==> src/rtl/sata_oob_ctrl.sv <==
// sata_oob_ctrl: host-side SATA OOB sequencer (COMRESET, COMWAKE, ALIGN bring-up).
// Optional wait-state timeout with automatic retry: define SATA_OOB_CTRL_RETRY_EN.
module sata_oob_ctrl #(
    parameter int unsigned CLKFREQ    = 100_000,
    parameter int unsigned TIMEOUT_US = 880
) (
    input  logic clk,
    input  logic reset,
    input  logic restart,
    input  logic oob_ready,
    output logic oob_cominit,
    output logic oob_comwake,
    output logic oob_oobfinish,
    input  logic det_cominit,
    input  logic det_comwake,
    input  logic rx_align,
    input  logic rx_nonalign,
    output logic tx_d102,
    output logic tx_align,
    output logic linkup,
    output logic timeout
);

    typedef enum logic [3:0] {
        S_COMRESET,
        S_RST_WAIT,
        S_WAIT_INIT,
        S_COMWAKE,
        S_WAKE_WAIT,
        S_WAIT_WAKE,
        S_WAIT_ALIGN,
        S_SEND_ALIGN,
        S_LINKUP
    } state_t;

    state_t     state;
    state_t     state_nx;
    logic [1:0] na_cnt;
    logic       expired;

`ifdef SATA_OOB_CTRL_RETRY_EN
    localparam int unsigned TMO = CLKFREQ * TIMEOUT_US / 1000;
    localparam int unsigned CW  = $clog2(TMO + 1);

    logic [CW-1:0] wait_cnt;
    logic          in_wait;
    logic          detect;

    assign in_wait = (state == S_WAIT_INIT) || (state == S_WAIT_WAKE) ||
                     (state == S_WAIT_ALIGN);
    // A detection arriving on the last counted cycle still wins over expiry
    assign detect  = ((state == S_WAIT_INIT)  && det_cominit) ||
                     ((state == S_WAIT_WAKE)  && det_comwake) ||
                     ((state == S_WAIT_ALIGN) && rx_align);
    assign expired = in_wait && !detect && (wait_cnt == CW'(TMO - 1));

    // Wait counter restarts on every state change and saturates instead of wrapping
    always_ff @(posedge clk) begin
        if (reset)
            wait_cnt <= '0;
        else if (state_nx != state)
            wait_cnt <= '0;
        else if (in_wait && (wait_cnt != CW'(TMO)))
            wait_cnt <= wait_cnt + CW'(1);
    end
`else
    assign expired = 1'b0;
`endif

    // Next-state selection; restart beats everything, expiry beats normal waits
    always_comb begin
        state_nx = state;
        if (restart) begin
            state_nx = S_COMRESET;
        end else if (expired) begin
            state_nx = S_COMRESET;
        end else begin
            case (state)
                S_COMRESET:   if (oob_ready)   state_nx = S_RST_WAIT;
                S_RST_WAIT:   if (oob_ready)   state_nx = S_WAIT_INIT;
                S_WAIT_INIT:  if (det_cominit) state_nx = S_COMWAKE;
                S_COMWAKE:    if (oob_ready)   state_nx = S_WAKE_WAIT;
                S_WAKE_WAIT:  if (oob_ready)   state_nx = S_WAIT_WAKE;
                S_WAIT_WAKE:  if (det_comwake) state_nx = S_WAIT_ALIGN;
                S_WAIT_ALIGN: if (rx_align)    state_nx = S_SEND_ALIGN;
                S_SEND_ALIGN:
                    if (rx_nonalign && !rx_align && (na_cnt == 2'd2))
                        state_nx = S_LINKUP;
                S_LINKUP:     if (det_cominit) state_nx = S_COMRESET;
                default:                       state_nx = S_COMRESET;
            endcase
        end
    end

    // State register plus the consecutive non-ALIGN counter used in SEND_ALIGN
    always_ff @(posedge clk) begin
        if (reset) begin
            state  <= S_COMRESET;
            na_cnt <= '0;
        end else begin
            state <= state_nx;
            if ((state_nx != state) || rx_align)
                na_cnt <= '0;
            else if ((state == S_SEND_ALIGN) && rx_nonalign)
                na_cnt <= na_cnt + 2'd1;
        end
    end

    // Commands fire only in the cycle the coder accepts them and the state advances
    assign oob_cominit   = (state == S_COMRESET) && oob_ready && !reset && !restart;
    assign oob_comwake   = (state == S_COMWAKE) && oob_ready && !reset && !restart;
    assign tx_d102       = (state == S_WAIT_ALIGN);
    assign tx_align      = (state == S_SEND_ALIGN);
    assign linkup        = (state == S_LINKUP);
    assign oob_oobfinish = (state == S_WAIT_ALIGN) || (state == S_SEND_ALIGN) ||
                           (state == S_LINKUP);
    assign timeout       = expired && !reset;

endmodule

==> config.mk <==
export PLATFORM = sky130hd
export DESIGN_NAME = sata_oob_ctrl
export DESIGN_NICKNAME = d
export VERILOG_FILES = /design/src/rtl/sata_oob_ctrl.sv
export SDC_FILE = /design/constraint.sdc
export NUM_CORES = 1
export LEC_CHECK = 0
export CORE_MARGIN = 5
export CORE_UTILIZATION = 35
export DETAILED_ROUTE_END_ITERATION = 10
export PLACE_DENSITY = 0.72
export SLEW_MARGIN = 10
export SYNTH_ARGS = -nofsm -noshare
export SYNTH_HDL_FRONTEND = slang
export SYNTH_SLANG_ARGS = --single-unit
==> constraint.sdc <==
create_clock -name clk -period 1.6 [get_ports clk]
set_clock_uncertainty 0.1 [all_clocks]
set_input_delay 0.32 -clock clk [delete_from_list [all_inputs] [get_ports clk]]
set_output_delay 0.32 -clock clk [all_outputs]
set_load 0.01 [all_outputs]
# --- Yosys cells after proc, flatten, opt, wreduce, memory -nomap -nowiden ---
# Index checks and enable logic that the tools add are counted.
word_totals:
  ff_bits: 6
  latch_bits: 0
  ramBits: 0
  romBits: 0
  inputBits: 8
  out_inout_bits: 7
  wordCells: 41
  mem_count: 0
op_classes:
  n_addsub: 1
  n_mul: 0
  div: 0
  magnitude_cmp: 0
  eq_ne: 10
  shift: 0
  mux: 11
  bitwise_logic: 0
  n_reduce_logical: 17
ops:
  columns: ["operator", "count"]
  rows:
  - ["$mux 4", 10]
  - ["$pmux 4 s9", 1]
  - ["$eq 4x3->1 const B", 4]
  - ["$logic_and 1x1->1", 9]
  - ["$eq 4x2->1 const B", 2]
  - ["$eq 4x1->1 const B", 1]
  - ["$eq 4x4->1 const B", 1]
  - ["$logic_not 4->1", 1]
  - ["$ne 4x4->1", 1]
  - ["$logic_not 1->1", 3]
  - ["$logic_or 1x1->1", 3]
  - ["$add 2x1->2 const B", 1]
  - ["$eq 2x2->1 const B", 1]
  - ["$reduce_or 2->1", 1]

# --- Logic depth before layout (Yosys ltp) ---
# Gate-level depths: netlist of the first run.
depth:
  word_depth: 9
  ltp_mapped: 6
  depth_no_buf: 6

# --- Least setup slack after synthesis of the first run ---
# OpenSTA, ideal clock, no wires.
synth_timing:
  path_kind: "register to register"
  from: "register na_cnt[0]"
  to: "register na_cnt[0]"
  setup_ns: 0.092
  arrival_ns: 1.390
  required_ns: 1.408
  setup_slack_ns: 0.018
  path_stages_with_launch: 7
  path_buffers: 0
  synth_period_minus_slack_ns: 1.582
  cell_sequence: "dfxtp_1 -> inv_1 -> ha_1 -> and3b_1 -> a2111oi_4 -> o22ai_1 -> nor4_1"
synth_between:
  elab_chain_len: 8
  word_cells_on_any_way: 9
  classes_between: "1 x add/sub; 2 x eq/ne; 3 x mux; 3 x reduce/logical"
synth_lines:
  columns: ["item", "line", "rtl"]
  rows:
  - ["start: declaration", "38", "logic [1:0] na_cnt;"]
  - ["start signal: assignment", "105", "na_cnt <= na_cnt + 2'd1;"]
  - ["$eq 2x2->1", "87", "if (rx_nonalign && !rx_align && (na_cnt == 2'd2))"]
  - ["$logic_and 1x1->1", "87", null]
  - ["$mux 4", "87", null]
  - ["$pmux 4 s9", "78", "case (state)"]
  - ["$mux 4", "73", "if (restart) begin"]
  - ["$ne 4x4->1", "102", "if ((state_nx != state) || rx_align)"]
  - ["$logic_or 1x1->1", "102", null]
  - ["$reduce_or 2->1 (no line)", null, null]
# Several ways; a longest one is shown, not always the timed one.
# A chain may end at the register's enable or synchronous reset.

# --- Final worst setup path of the first run ---
layout_timing:
  from: "register state[3]"
  to: "output port oob_cominit"
layout_between:
  elab_chain_len: 4
layout_lines:
  columns: ["item", "line", "rtl"]
  rows:
  - ["start: declaration", "36", "state_t state;"]
  - ["start signal: assignment", "101", "state <= state_nx;"]
  - ["$logic_not 4->1", "110", "assign oob_cominit = (state == S_COMRESET) && oob_ready && !reset && !restart;"]
  - ["$logic_and 1x1->1 (3 in a row)", "110", null]
  - ["end: declaration", "11", "output logic oob_cominit,"]
# No other way between the ends.

==> flow_summary.toml, run 1 <==
[clock_tree]
cts_tree = "done"
worstSkewPairLatency_ns = 0.25
clk_pin_slew_worst_paths_ns = 0.05
cts_buffer_depth = 2
clock_sinks = 6
cts_root_buf = "clkbuf_4"
cts_buffers = 3
cts_max_level = 1
ctsHoldBuffers = 0

[yosys]
synth-compound-area-share_pct = 29.29
synth_fa_ha_area_share_pct = 2.288
ys_warn_count = 0
synth_async_sr_flop_share_pct = 0
synthMuxAreaShare_pct = 2.059
ys_types = 36
seq_area_frac_synth_pct = 21.97
ys_ff_latch = 6
synthesis.nets = 83
synthSimpleGateAreaFrac_pct = 34.32
avgSynthCellArea_um2 = 7.389
syn_inst = 74
netlist_area_um2 = 546.8
synth_ff_type = "dfxtp_1"
synth_top_family_by_area = "simple AND/OR/NAND/NOR gates"
synth_edf_count = 0
synthXorXnorAreaFrac_pct = 0

[setup_path]
worstPathRequired_ns = 1.18
criticalPathCategory = "reg2out"
cp_max_fo = 3
start_kind = "flip-flop"
cp-end-kind = "output pin"
worstPathArrival_ns = 1.38
r2r_cells = 5

[power_and_ir_drop]
p_per_area_nw_per_um2 = 381.6
ir_worst_vdd_mv = 0.3723
leakage_nw = 0.4967

[detailed_routing]
antenna_left = 0
first_iter_violations = 52
wl_per_cell_um = 17.73
num_vias = 788
viasPerCell = 5.837
drc = 0
wl_mm = 2.393
first_pass_iters = 4

[layout]
diodes = 0
final_area_um2 = 1087
register_area_um2 = 126.4
postLayoutCoreUtil_pct = 73.03
syn_to_final_growth_pct = 98.86
fillCellCount = 93
finalNonFillerCells = 135
drive_gt1_share_pct = 57.14
multiInputGateArea_um2 = 460.4
final_net_count = 130

[global_route]
grt_use_total_pct = 16.34
grt_overflow = 0
grt_pass1_wl_mm = 3.132
grt_pass1_vias = 690
grt_antenna_before_repair = 0
grt_max_degree = 14

[status]
violations = "setup timing"
status = "finished with violations"

[floorplanning]
fp.dieW_um = 49.53
core_um2 = 1489
die_area_um2 = 2453
start_util_pct = 36.72
ios = 15
rows = 14
die_y_um = 49.53

[timing]
rsz0062_at_grt = "true"
maxSlewViolCount = 0
worst_slack_ns = -0.1981
setup_viol = 6
fin_crit_sh_pct = 112.4
hold_ws_ns = 0.4268
finalCriticalPeriod_ns = 1.798
timing.fmax_ghz = 0.5561
hold_viol_final = 0

[placed_design]
place_area_um2 = 837.1
dp_cells = 120
gp_congestion = 0.8293
post-dp-hpwl_mm = 1.236
io_buffers = 13

[min_path]
hold_path.class = "in2reg"
holdPathStages = 5

[job]
cap_violations = 0
## cell usage after synthesis, types with 2 or more instances
cell,instances,share of area [%]
buf_2,2,1.8
and3b_1,3,4.8
o31ai_1,3,4.1
dfxtp_1,6,22
nor3_1,2,1.8
inv_1,6,4.1
nand3_1,2,1.8
nor4_1,3,3.4
nor2_1,6,4.1
clkbuf_1,2,1.4
nand2_1,7,4.8
o21ai_0,3,2.7
a21oi_1,5,4.6
a31oi_1,2,2.3
## worst paths after layout
kind	startpoint	to	slack (ns)
worst max-delay path	state[3]$_SDFF_PP0_	oob_cominit	-0.20
worst max register to register	state[3]$_SDFF_PP0_	na_cnt[1]$_SDFFE_PP0P_	-0.12
worst min-delay path	reset	state[3]$_SDFF_PP0_	0.43
worst min register to register	na_cnt[1]$_SDFFE_PP0P_	na_cnt[1]$_SDFFE_PP0P_	0.52
## repair_timing
action / in CTS / in global routing
hold endpoints to repair: 0 / 0
setup endpoints to repair: 9 / 10
resized for setup: 41 / 30
pin swaps: 6 / 12
buffers inserted: 4 / 9
## report_power, final
group	leakage [nW]	total (mW)	switching, mW	internal [mW]
logic	0.432	0.119	0.0557	0.0629
registers	0.0509	0.153	0.00105	0.152
clock network	0.0138	0.143	0.0584	0.0851
total	0.497	0.415	0.115	0.300
## layout by cell type (no fill, tap or decap), types with 2 or more instances in the layout
| master | count |
|---|---|
| clkbuf_4 | 3 |
| buf_12 | 2 |
| buf_2 | 3 |
| and3b_1 | 2 |
| clkdlybuf4s50_1 | 2 |
| nand3_1 | 2 |
| o31ai_1 | 3 |
| nor4_1 | 2 |
| nand2_1 | 7 |
| inv_1 | 4 |
| a21oi_1 | 3 |
| dfxtp_2 | 5 |
| clkdlybuf4s15_1 | 2 |
| buf_4 | 25 |
| nor2_1 | 4 |
| a21oi_2 | 2 |
| nor3_1 | 2 |
| buf_6 | 10 |
| inv_2 | 2 |
| dlymetal6s2s_1 | 2 |
| nor2_4 | 2 |
| o21ai_0 | 2 |
## area by class of cell
type                    count  area share [%]
repair buffers             47           39.47
multi-input cells          56           42.35
clock buffers               3           2.071
inverters                   7           2.647
flip-flops and latches      6           11.62
well taps                  16           1.841
## metal layers
metal  part of all wire, %  global-route usage [%]  vias up  routed length (um)
met5                     0                       0        -                   0
met3                   8.2                   4.518        8                 196
met2                    50                   27.75       48                1198
met1                    39                   19.01      371                 938
li1                      -                       -      361                   -
met4                   2.5                   6.550        0                  59
## per-stage QoR
| step | setup slack (ns) | setup TNS, ns | total power, mW |
|---|---|---|---|
| CTS | -0.1430 | -0.7410 | 0.3904 |
| finish | -0.1981 | -0.7581 | 0.4149 |
| floorplan | 0.01773 | 0 | 0.1870 |
| detailed placement | -0.7913 | -3.878 | 0.2397 |
| global placement | -0.7378 | -3.753 | 0.2390 |
| global route | -0.2534 | -1.118 | 0.4393 |
## registers in the layout (all words and copies together) (netlist names)
| register | count |
|---|---|
| state | 4 |
| na_cnt | 2 |
## worst max-delay path, stage by stage, from the launching register on
cell and delay (ns):
dfxtp_2 0.33, or3_4 0.36, nor4_4 0.25, buf_2 0.19
## kinds of logic after synthesis
logic type	count (synthesis)
mux	1
flops	6
buf+inv	12
other cells	1
compound gates	21
fa+ha+maj	1
simple gates	32
Power figures use the tool's default switching activity.
==> inputs of run 2 (changes only) <==
--- a/config.mk
+++ b/config.mk
@@ -6,9 +6,9 @@
 export NUM_CORES = 1
 export LEC_CHECK = 0
 export CORE_MARGIN = 5
-export CORE_UTILIZATION = 35
+export CORE_UTILIZATION = 41
 export DETAILED_ROUTE_END_ITERATION = 10
-export PLACE_DENSITY = 0.72
+export PLACE_DENSITY = 0.81
 export SLEW_MARGIN = 10
 export SYNTH_ARGS = -nofsm -noshare
 export SYNTH_HDL_FRONTEND = slang
==> flow_summary.toml, run 2 (same netlist as run 1, synthesis figures left out) <==
[status]
status = "finished with violations"
violations = "setup timing"

[power_and_ir_drop]
power_frac_seq_pct = 39.1
leakage_nw = 0.4367
p_comb_share_pct = 24.7
switching_share_pct = 26.11
power.internal_mw = 0.2877
p_per_area_nw_per_um2 = 409.0
p_sw_mw = 0.1017
ir_worst_vdd_mv = 0.4419
power.share.clock_pct = 36.2

[detailed_routing]
first_pass_iters = 4
drc = 0
viasPerCell = 5.617
num_vias = 719
wl_mm = 2.029
first_iter_violations = 10
wl_per_cell_um = 15.85
antenna_left = 0

[floorplanning]
die_area_um2 = 2164
core_um2 = 1285
ios = 15
start_util_pct = 42.55
rows = 13
die_y_um = 46.52
fp.dieW_um = 46.52

[setup_path]
r2r_cells = 5
worstPathArrival_ns = 1.81
worstPathRequired_ns = 1.65
criticalPathCategory = "in2reg"
worstReg2RegStart = "state[2]$_SDFF_PP0_"
cp_max_fo = 3
ff2ff_setup_slack_ns = -0.16
start_kind = "primary input"
cp-end-kind = "flip-flop"
reg2reg_to = "na_cnt[0]$_SDFFE_PP0P_"

[job]
cap_violations = 0

[layout]
diodes = 0
mostFrequentLayoutCells = "buf_4, nand2_1, inv_1"
final_net_count = 124
largest_register_ffs = 4
drive_gt1_share_pct = 48.67
postLayoutCoreUtil_pct = 74.10
final_common_cell = "buf_4"
syn_to_final_growth_pct = 74.14
reg_top3 = "state: 4 flops, na_cnt: 2 flops"
top_register = "state"
finalNonFillerCells = 128

[timing]
fin_crit_sh_pct = 110.4
finalCriticalPeriod_ns = 1.767
rsz0062_at_grt = "true"
timing.fmax_ghz = 0.5661
maxSlewViolCount = 0
hold_viol_final = 0
worst_slack_ns = -0.1666
setup_viol = 6

[clock_tree]
cts_max_level = 1
clock_sinks = 6
clk_pin_slew_worst_paths_ns = 0.05
cts_tree = "done"
worstSkewPairLatency_ns = 0.25
cts_buffer_depth = 2
ctsHoldBuffers = 0
cts_buffers = 3
cts_root_buf = "clkbuf_4"

[global_route]
grt_pass1_wl_mm = 3.249
grt.met3_usage_pct = 8.203
grt_max_degree = 14
busiest_layer = "met2"
grt_pass1_vias = 738
met1_usage_pct = 24.08
grt_overflow = 0
grt_use_total_pct = 21.47
grt_antenna_before_repair = 0
use_met2_pct = 34.89

[min_path]
holdPathStages = 5
min_from = "reset"
hold_path.class = "in2reg"
whs_endpoint = "state[3]$_SDFF_PP0_"

[placed_design]
gp_congestion = 0.9114
io_buffers = 13
post-dp-hpwl_mm = 1.268
dp_cells = 119
-- run 2: cell types whose count changed in the layout (fill, tap and decap cells not counted), sizes merged --
cell / change
buf: -6
clkdlybuf4s50: +2
dlymetal6s2s: -2
clkdlybuf4s15: -1
clkinv: +1
dlygate4sd2: +1
inv: -1
-- run 2: final cells by class --
cell class / instances / area (um2)
Timing Repair Buffer: 41 / 324.1
Multi-Input combinational cell: 56 / 436.7
Clock buffer: 3 / 22.52
Tap cell: 15 / 18.77
Sequential cell: 6 / 122.6
Inverter: 7 / 27.53
Fill cell: 82 / 332.8
-- run 2: power groups by stage --
| stage | Sequential, mW | Clock (mW) | Combinational [mW] |
|---|---|---|---|
| after floorplan | 0.155 | 0 | 0.0320 |
| after global placement | 0.155 | 0 | 0.0836 |
| after detailed placement | 0.155 | 0 | 0.0854 |
| after CTS | 0.152 | 0.148 | 0.0900 |
| after global routing | 0.152 | 0.157 | 0.104 |
| final | 0.152 | 0.141 | 0.0961 |
-- run 2: per-layer routing --
layer,share of wire (%),vias up
met5,0,-
met4,3.4,0
met3,5.2,8
met2,51,24
met1,40,333
li1,-,354
-- run 2: worst max-delay path by stage --
stage                                 startpoint                endpoint  cells after the start
final                                   rx_align  na_cnt[0]$_SDFFE_PP0P_                      6
after global placement                   restart             oob_cominit                      4
after detailed placement                 restart             oob_cominit                      4
after CTS                    state[3]$_SDFF_PP0_             oob_comwake                      4
after global routing         state[3]$_SDFF_PP0_  na_cnt[1]$_SDFFE_PP0P_                      5
after floorplan           na_cnt[0]$_SDFFE_PP0P_  na_cnt[0]$_SDFFE_PP0P_                      6
-- run 2: repair_timing --
action                                  CTS  global route
endpoints found under the setup margin    9            11
buffers inserted                          4             3
gates resized for setup                  46             5
pin swaps                                 7             3
-- run 2: worst max-delay path, cell delays in order --
cell and delay, ns:
clkdlybuf4s50_1 0.41, buf_4 0.15, mux2_2 0.26, a31oi_1 0.24, a211oi_1 0.17, nor4_1 0.28
-- run 2: per-stage QoR --
step                      TNS [ns]  setup slack, ns  cell area (um2)  power, mW  hold slack (ns)
after floorplan                  0          0.01773            546.8     0.1870           0.3842
after global placement      -3.689          -0.7343            835.8     0.2385           0.4830
after detailed placement    -3.941          -0.7829            835.8     0.2404           0.5038
after CTS                  -0.7122          -0.1320            917.1     0.3907           0.4750
after global routing        -1.306          -0.2562            952.2     0.4125           0.5067
final                      -0.7245          -0.1666            952.2     0.3894           0.4592
==> inputs of run 3 (changes only) <==
--- a/config.mk
+++ b/config.mk
@@ -9,6 +9,7 @@
 export CORE_UTILIZATION = 41
 export DETAILED_ROUTE_END_ITERATION = 10
 export PLACE_DENSITY = 0.81
+export SKIP_CTS_REPAIR_TIMING = 1
 export SLEW_MARGIN = 10
 export SYNTH_ARGS = -nofsm -noshare
 export SYNTH_HDL_FRONTEND = slang
==> flow_summary.toml, run 3 (same netlist as run 1, synthesis figures left out) <==
[status]
status = "finished with violations"
violations = "setup timing"

[floorplanning]
fp.dieW_um = 46.52
ios = 15
rows = 13
core_um2 = 1285
die_y_um = 46.52
start_util_pct = 42.55
die_area_um2 = 2164

[job]
cap_violations = 0

[global_route]
grt_overflow = 0
grt_antenna_before_repair = 0
grt_use_total_pct = 19.97
grt_pass1_vias = 672
grt_max_degree = 14
grt_pass1_wl_mm = 2.953

[clock_tree]
cts_buffer_depth = 2
cts_root_buf = "clkbuf_4"
clock_sinks = 6
worstSkewPairLatency_ns = 0.26
cts_buffers = 3
clk_pin_slew_worst_paths_ns = 0.06
cts_tree = "done"
cts_max_level = 1

[detailed_routing]
wl_mm = 2.463
first_pass_iters = 4
num_vias = 802
wl_per_cell_um = 19.55
drc = 0
first_iter_violations = 84
antenna_left = 0
viasPerCell = 6.365

[layout]
mostFrequentLayoutCells = "buf_4, buf_6, inv_1, nand2_1"
diodes = 0
final_area_um2 = 963.4
top_register = "state"
syn_to_final_growth_pct = 76.20
fillCellCount = 79
final_net_count = 122
multiInputGateArea_um2 = 430.4
register_area_um2 = 122.6
reg_top3 = "state: 4 flops, na_cnt: 2 flops"
largest_register_ffs = 4
final_common_cell = "buf_4"
drive_gt1_share_pct = 46.85

[placed_design]
dp_slack_ns = -0.7829
io_buffers = 13
post-dp-hpwl_mm = 1.268
gp_congestion = 0.9114
place_area_um2 = 835.8

[timing]
fin_crit_sh_pct = 120.1
worst_slack_ns = -0.3218
rsz0062_at_grt = "true"
maxSlewViolCount = 0
hold_viol_final = 0
timing.fmax_ghz = 0.5203
setup_viol = 8
hold_ws_ns = 0.4087
finalCriticalPeriod_ns = 1.922

[setup_path]
worstReg2RegStart = "state[3]$_SDFF_PP0_"
cp_max_fo = 3
start_kind = "flip-flop"
worstPathRequired_ns = 1.65
worstPathArrival_ns = 1.97
startpoint = "state[3]$_SDFF_PP0_"
criticalPathCategory = "reg2reg"
cp-end-kind = "flip-flop"

[min_path]
hold_path.class = "in2reg"
min_from = "reset"

[power_and_ir_drop]
ir_worst_vdd_mv = 0.3247
finalPower_mw = 0.4087
p_per_area_nw_per_um2 = 424.2
leakage_nw = 0.4718
[run 3: layout make-up]
type | count | area share (%)
Inverter | 7 | 2.727
Timing Repair Buffer | 39 | 35.58
Sequential cell | 6 | 12.73
Clock buffer | 3 | 2.338
Multi-Input combinational cell | 56 | 44.68
Tap cell | 15 | 1.948
[run 3: power breakdown]
part           internal, mW  switching [mW]  total, mW
clock network        0.0856          0.0663      0.152
logic                0.0536          0.0505      0.104
registers             0.151         0.00124      0.153
total                 0.291           0.118      0.409
[run 3: final timing paths]
path         slack (ns)                      to  cells past startpoint
max               -0.32  na_cnt[0]$_SDFFE_PP0P_                      5
min                0.41     state[2]$_SDFF_PP0_                      5
max reg2reg       -0.32  na_cnt[0]$_SDFFE_PP0P_                      5
min reg2reg        0.52  na_cnt[1]$_SDFFE_PP0P_                      2
[run 3: worst max-delay path: stages, from the launching register on]
cell       delay (ns)
dfxtp_2          0.33
or3_4            0.41
buf_6            0.15
a2111oi_4        0.31
o22ai_2          0.13
nor4_1           0.37
[run 3: routing by layer]
layer | GRT usage, % | share of wire [%] | up-vias
met2 | 34.07 | 50 | 75
met4 | 12.50 | 5.9 | 0
met1 | 21.10 | 34 | 362
met5 | 0 | 0 | -
li1 | - | - | 346
met3 | 5.859 | 9.9 | 19
[run 3: metrics by stage]
| step | cells | TNS, ns | util [%] |
|---|---|---|---|
| floorplan | 74 | 0 | - |
| detailed placement | 119 | -3.941 | 65.04 |
| global route | 126 | -1.965 | 74.98 |
| finish | 126 | -1.419 | 74.98 |
| global placement | 119 | -3.689 | 65.04 |
| CTS | 122 | -4.201 | 66.80 |
